### src/rtl/ram_regfile_2r1w.sv
// ram_regfile_2r1w
//   Single-clock register-file RAM: one lane-masked write port, two
//   independent registered read ports with write-first forwarding.
//   After reset a clear sequencer zeroes every entry, then ready_o rises.
//
// Ports
//   clk_i      sole clock, rising edge
//   reset_i    synchronous active-low reset
//   ready_o    1 once the clear sweep has finished
//   wen_i      write strobe
//   wmask_i    per-lane write enable (LANES bits)
//   waddr_i    write address
//   wdata_i    write data
//   ren_a_i    port A read strobe
//   raddr_a_i  port A address
//   rdata_a_o  port A read data, 1-cycle latency, holds when idle
//   ren_b_i    port B read strobe
//   raddr_b_i  port B address
//   rdata_b_o  port B read data, 1-cycle latency, holds when idle
//
// state | meaning
// ------+---------------------------------------------------------------
// CLEAR | sweeping zeros into mem[ptr]; accesses ignored, outputs at 0
// RUN   | normal read/write operation; ready_o=1
module ram_regfile_2r1w #(
    parameter int DATA_W = 64,
    parameter int LANE_W = 16,
    parameter int ADDR_W = 5
) (
    input  logic                       clk_i,
    input  logic                       reset_i,
    output logic                       ready_o,
    input  logic                       wen_i,
    input  logic [DATA_W/LANE_W-1:0]   wmask_i,
    input  logic [ADDR_W-1:0]          waddr_i,
    input  logic [DATA_W-1:0]          wdata_i,
    input  logic                       ren_a_i,
    input  logic [ADDR_W-1:0]          raddr_a_i,
    output logic [DATA_W-1:0]          rdata_a_o,
    input  logic                       ren_b_i,
    input  logic [ADDR_W-1:0]          raddr_b_i,
    output logic [DATA_W-1:0]          rdata_b_o
);

    localparam int LANES = DATA_W / LANE_W;
    localparam int DEPTH = 1 << ADDR_W;
    localparam logic [ADDR_W-1:0] LAST = ADDR_W'(DEPTH - 1);

    typedef enum logic {
        ST_CLEAR = 1'b0,
        ST_RUN   = 1'b1
    } state_t;

    state_t              state_q, state_d;
    logic [ADDR_W-1:0]   ptr_q, ptr_d;
    logic [DATA_W-1:0]   rdata_a_q, rdata_a_d;
    logic [DATA_W-1:0]   rdata_b_q, rdata_b_d;
    logic [DATA_W-1:0]   mem [DEPTH];
    logic [DATA_W-1:0]   wr_word;

    // Word as it will look after this edge's write: new data in masked
    // lanes, old contents elsewhere. Also used as the forwarding value.
    always_comb begin
        wr_word = mem[waddr_i];
        for (int k = 0; k < LANES; k++) begin
            if (wmask_i[k]) begin
                wr_word[k*LANE_W +: LANE_W] = wdata_i[k*LANE_W +: LANE_W];
            end
        end
    end

    always_comb begin
        state_d   = state_q;
        ptr_d     = ptr_q;
        rdata_a_d = rdata_a_q;
        rdata_b_d = rdata_b_q;
        case (state_q)
            ST_CLEAR: begin
                if (ptr_q == LAST) begin
                    state_d = ST_RUN;
                end else begin
                    ptr_d = ptr_q + 1'b1;
                end
            end
            default: begin
                if (ren_a_i) begin
                    rdata_a_d = (wen_i && (waddr_i == raddr_a_i)) ? wr_word : mem[raddr_a_i];
                end
                if (ren_b_i) begin
                    rdata_b_d = (wen_i && (waddr_i == raddr_b_i)) ? wr_word : mem[raddr_b_i];
                end
            end
        endcase
    end

    always_ff @(posedge clk_i) begin
        if (!reset_i) begin
            state_q   <= ST_CLEAR;
            ptr_q     <= '0;
            rdata_a_q <= '0;
            rdata_b_q <= '0;
        end else begin
            state_q   <= state_d;
            ptr_q     <= ptr_d;
            rdata_a_q <= rdata_a_d;
            rdata_b_q <= rdata_b_d;
        end
    end

    // Storage has no reset of its own; the sweep zeroes it instead, and a
    // write presented on a reset edge is dropped.
    always_ff @(posedge clk_i) begin
        if (reset_i) begin
            if (state_q == ST_CLEAR) begin
                mem[ptr_q] <= '0;
            end else if (wen_i) begin
                mem[waddr_i] <= wr_word;
            end
        end
    end

    assign ready_o   = (state_q == ST_RUN);
    assign rdata_a_o = rdata_a_q;
    assign rdata_b_o = rdata_b_q;

endmodule

### config.mk
export PLATFORM = sky130hd
export DESIGN_NAME = ram_regfile_2r1w
export DESIGN_NICKNAME = d
export VERILOG_FILES = /design/src/rtl/ram_regfile_2r1w.sv
export SDC_FILE = /design/constraint.sdc
export NUM_CORES = 2
export LEC_CHECK = 0
export CELL_PAD_IN_SITES_DETAIL_PLACEMENT = 0
export CELL_PAD_IN_SITES_GLOBAL_PLACEMENT = 1
export CORE_UTILIZATION = 49
export DETAILED_ROUTE_END_ITERATION = 10
export MAX_ROUTING_LAYER = met4
export PLACE_DENSITY_LB_ADDON = 0.1
export REMOVE_ABC_BUFFERS = 1
export SYNTH_ARGS = -nofsm -noshare
export SYNTH_HDL_FRONTEND = slang
export SYNTH_SLANG_ARGS = --single-unit
### constraint.sdc
create_clock -name clk_i -period 8 [get_ports clk_i]
set_clock_uncertainty 0.2 [all_clocks]
set_input_delay 0.8 -clock clk_i [delete_from_list [all_inputs] [get_ports clk_i]]
set_output_delay 0.8 -clock clk_i [all_outputs]
set_load 0.02 [all_outputs]
==> results.py <==
metrics = {
    "run_status": {
        "status": "finished, violations left",
        "violations": "capacitance limit, slew limit",
    },
    "yosys": {
        "synth_seq_cells": 2182,
        "synth_top_family_by_area": "multiplexers",
        "async_reset_ff_share_pct": 0,
        "synth_warnings": 0,
        "synth_compound_area_share_pct": 10.1,
        "syn_area_um2": 118000,
        "ys_seq_area_share_pct": 54.2,
        "synth_cell_types": 65,
        "netlist_instances": 8288,
        "synth-edff-count": 2048,
        "avgSynthCellArea_um2": 14.3,
        "synthSimpleGateAreaFrac_pct": 4.70,
        "ys.flop_type": "edfxtp_1",
        "synth_adder_area_share_pct": 0.0211,
        "synth_xor_area_share_pct": 0.0962,
        "synthMuxAreaShare_pct": 27.2,
    },
    "setup_path": {
        "cp.required_ps": 8310,
        "worst_setup_path_end_kind": "flip-flop",
        "crit_arrival_ps": 5660,
        "cp_max_fo": 30,
        "setup.worst_path.start_class": "input port",
        "rr_worst_depth": 7,
        "path_class": "input port to flip-flop",
    },
    "drt": {
        "via_per_inst": 7.50,
        "wirelength_mm": 493,
        "dr.pass1.iters": 6,
        "drc": 0,
        "vias": 87400,
        "drtIter0Drc": 12800,
        "drtAntennaViolNets": 0,
        "wire_per_inst_um": 42.3,
    },
    "floorplan": {
        "die_area_um2": 244000,
        "die_h_um": 494,
        "ios": 217,
        "coreArea_um2": 240000,
        "row_count": 180,
        "initial_core_util_pct": 49.3,
        "die_w_um": 494,
    },
    "clock_tree": {
        "postCtsHoldBufs": 0,
        "htreeDepth": 4,
        "clockBufferDepth": 3,
        "clk_latency_ps": 910,
        "postCtsSetupRepairBufs": 0,
        "cts.sinks": 2182,
        "ctsResizeCount": 0,
        "cts_buffers": 233,
        "path_clk_slew_ps": 70,
        "cts_tree": "built",
        "cts_root_buf": "clkbuf_16",
    },
    "placed_design": {
        "port-buffer-count": 216,
        "finalWeightedCongestion": 0.919,
        "dp.final_hpwl_mm": 276,
    },
    "finish": {
        "fillers": 19400,
        "layout_commonest_cell": "edfxtp_1",
        "area_growth_pct": 10.9,
        "mostFrequentLayoutCells": "2,048 x edfxtp_1, 1,917 x mux2i_1, 988 x a22oi_1",
        "nets": 8327,
        "drive_gt1_share_pct": 15.2,
    },
    "global_routing": {
        "track_usage_pct": 41.0,
        "antenna_found_initial": 16,
        "grt_pass1_vias": 85200,
        "grt-ovfl-total": 0,
        "grt_max_degree": 114,
        "grt_pass1_wl_mm": 672,
    },
    "pwr": {
        "leakagePower_nw": 48.4,
        "p_int_mw": 19.5,
        "pwr_density_cell_nw_per_um2": 198,
        "p_comb_share_pct": 10.0,
        "irDropWorstVdd_v": 0.000222,
        "p_clk_share_pct": 42.2,
        "power_frac_seq_pct": 47.8,
        "p_sw_mw": 6.49,
        "finalPower_mw": 26.0,
        "swShare_pct": 25.0,
    },
    "job": {
        "maxCapViolCount": 1,
    },
    "sta": {
        "rsz0062_at_grt": "no",
        "report.final.slew_viol_count": 29,
        "period_minus_slack_ps": 5350,
        "setup_viol": 0,
        "worstMarginPinSlew_ps": 1530,
        "fmax_mhz": 187,
        "hold_violations": 0,
        "max-slew-margin-rel_pct": -1.94,
        "setup_tns_ps": 0,
        "fin_crit_sh_pct": 66.9,
    },
    "worst_hold_path": {
        "worstHoldPathCells": 2,
        "hold_class": "flip-flop to flip-flop",
    },
}
cell type report:
type	instances	area, um2	area share [%]
diodes	17	42.5	0.0324
clock buffers	326	6580	5.01
clock inverters	118	1100	0.838
inverters	83	312	0.237
multi-input cells	5280	50400	38.4
flip-flops and latches	2182	64200	48.9
well taps	3185	3990	3.04
repair buffers	457	4670	3.56
state kept, by name (all words and copies together), names as in the netlist:
signal,count
rdata_b_o,64
mem,2048
ready_o,1
ptr_q,5
rdata_a_o,64
power groups by stage:
stage                     combinational, mW  clock (mW)  sequential, mW
final                                  2.60        11.0            12.4
after floorplan                        1.19           0            12.6
after global routing                   2.63        11.4            12.4
after CTS                              2.51        11.0            12.4
after global placement                 2.50           0            12.7
after detailed placement               2.51           0            12.7
metrics by stage:
stage	utilization [%]	hold WS, ps	std cells	cell area (um2)	worst slack (ps)
2_1_floorplan	-	343	7545	114000	-791
4_1_cts	54.6	297	11600	131000	2910
3_3_place_gp	51.4	280	11200	124000	2040
3_5_place_dp	51.4	276	11200	124000	1990
5_1_grt	54.6	325	11600	131000	2730
6_report	54.6	308	11600	131000	2650
metal layers:
layer / GRT usage, % / vias to the layer above / wire length [um]
li1: - / 34100 / -
met3: 8.67 / 1606 / 56100
met1: 52.1 / 45200 / 183000
met4: 24.1 / 0 / 33200
met2: 60.6 / 6507 / 221000
met5: - / - / 0
synth_stat cells (3+ instances only):
cell type	instances	share of area, %
dfxtp_1	134	2.3
o21a_1	18	0.11
nor3b_1	5	0.032
a211oi_1	39	0.25
a221o_1	8	0.068
and3_1	11	0.058
nand2_1	256	0.81
a22oi_1	988	6.3
buf_1	70	0.22
and4_1	41	0.30
xor2_1	4	0.030
inv_1	81	0.26
nand3_1	441	1.9
o211ai_1	40	0.25
o21ai_1	9	0.038
nand2b_1	37	0.20
nand4_1	56	0.30
nor2b_1	43	0.23
or3_1	7	0.037
xnor2_1	9	0.067
nand3b_1	4	0.025
mux4_2	577	11
a31oi_1	35	0.18
edfxtp_1	2048	52
o22ai_1	58	0.31
clkbuf_1	281	0.89
buf_6	56	0.53
or4_1	3	0.019
buf_4	149	0.94
or2_2	10	0.053
nor4_1	36	0.19
mux2i_1	1917	16
a32oi_1	13	0.096
a21boi_0	5	0.032
nor2_1	114	0.36
o221ai_1	84	0.62
buf_2	181	0.77
and2_1	7	0.037
a221oi_1	45	0.33
nor3_1	27	0.11
mux2_2	4	0.038
a21oi_1	241	1.0
a2111oi_0	24	0.18
o21ai_0	22	0.093
a22o_1	19	0.14
worst paths after layout:
| kind | from | end | slack (ps) |
|---|---|---|---|
| hold / removal | rdata_b_o[40] | rdata_b_o[40] | 310 |
| setup reg to reg | ready_o | mem[9][24] | 3020 |
| setup / recovery | wen_i | mem[9][24] | 2650 |
| hold reg to reg | rdata_b_o[40] | rdata_b_o[40] | 310 |
logic make-up after synthesis:
group / Yosys count
AO/OA/AOI/OAI: 1659
XOR/XNOR: 13
adder cells (fa/ha/maj): 2
buffers and inverters: 826
flip-flops: 2182
multiplexers: 2498
AND/OR/NAND/NOR: 1108
critical path, cell delays in order:
cell             delay (ps)
clkdlybuf4s50_1         740
nand3_4                 440
buf_4                   410
o31ai_1                 380
nand2_1                 320
nor2_4                 1050
buf_4                   610
buf_4                   810
No activity file was read; power rests on OpenSTA's default activity.
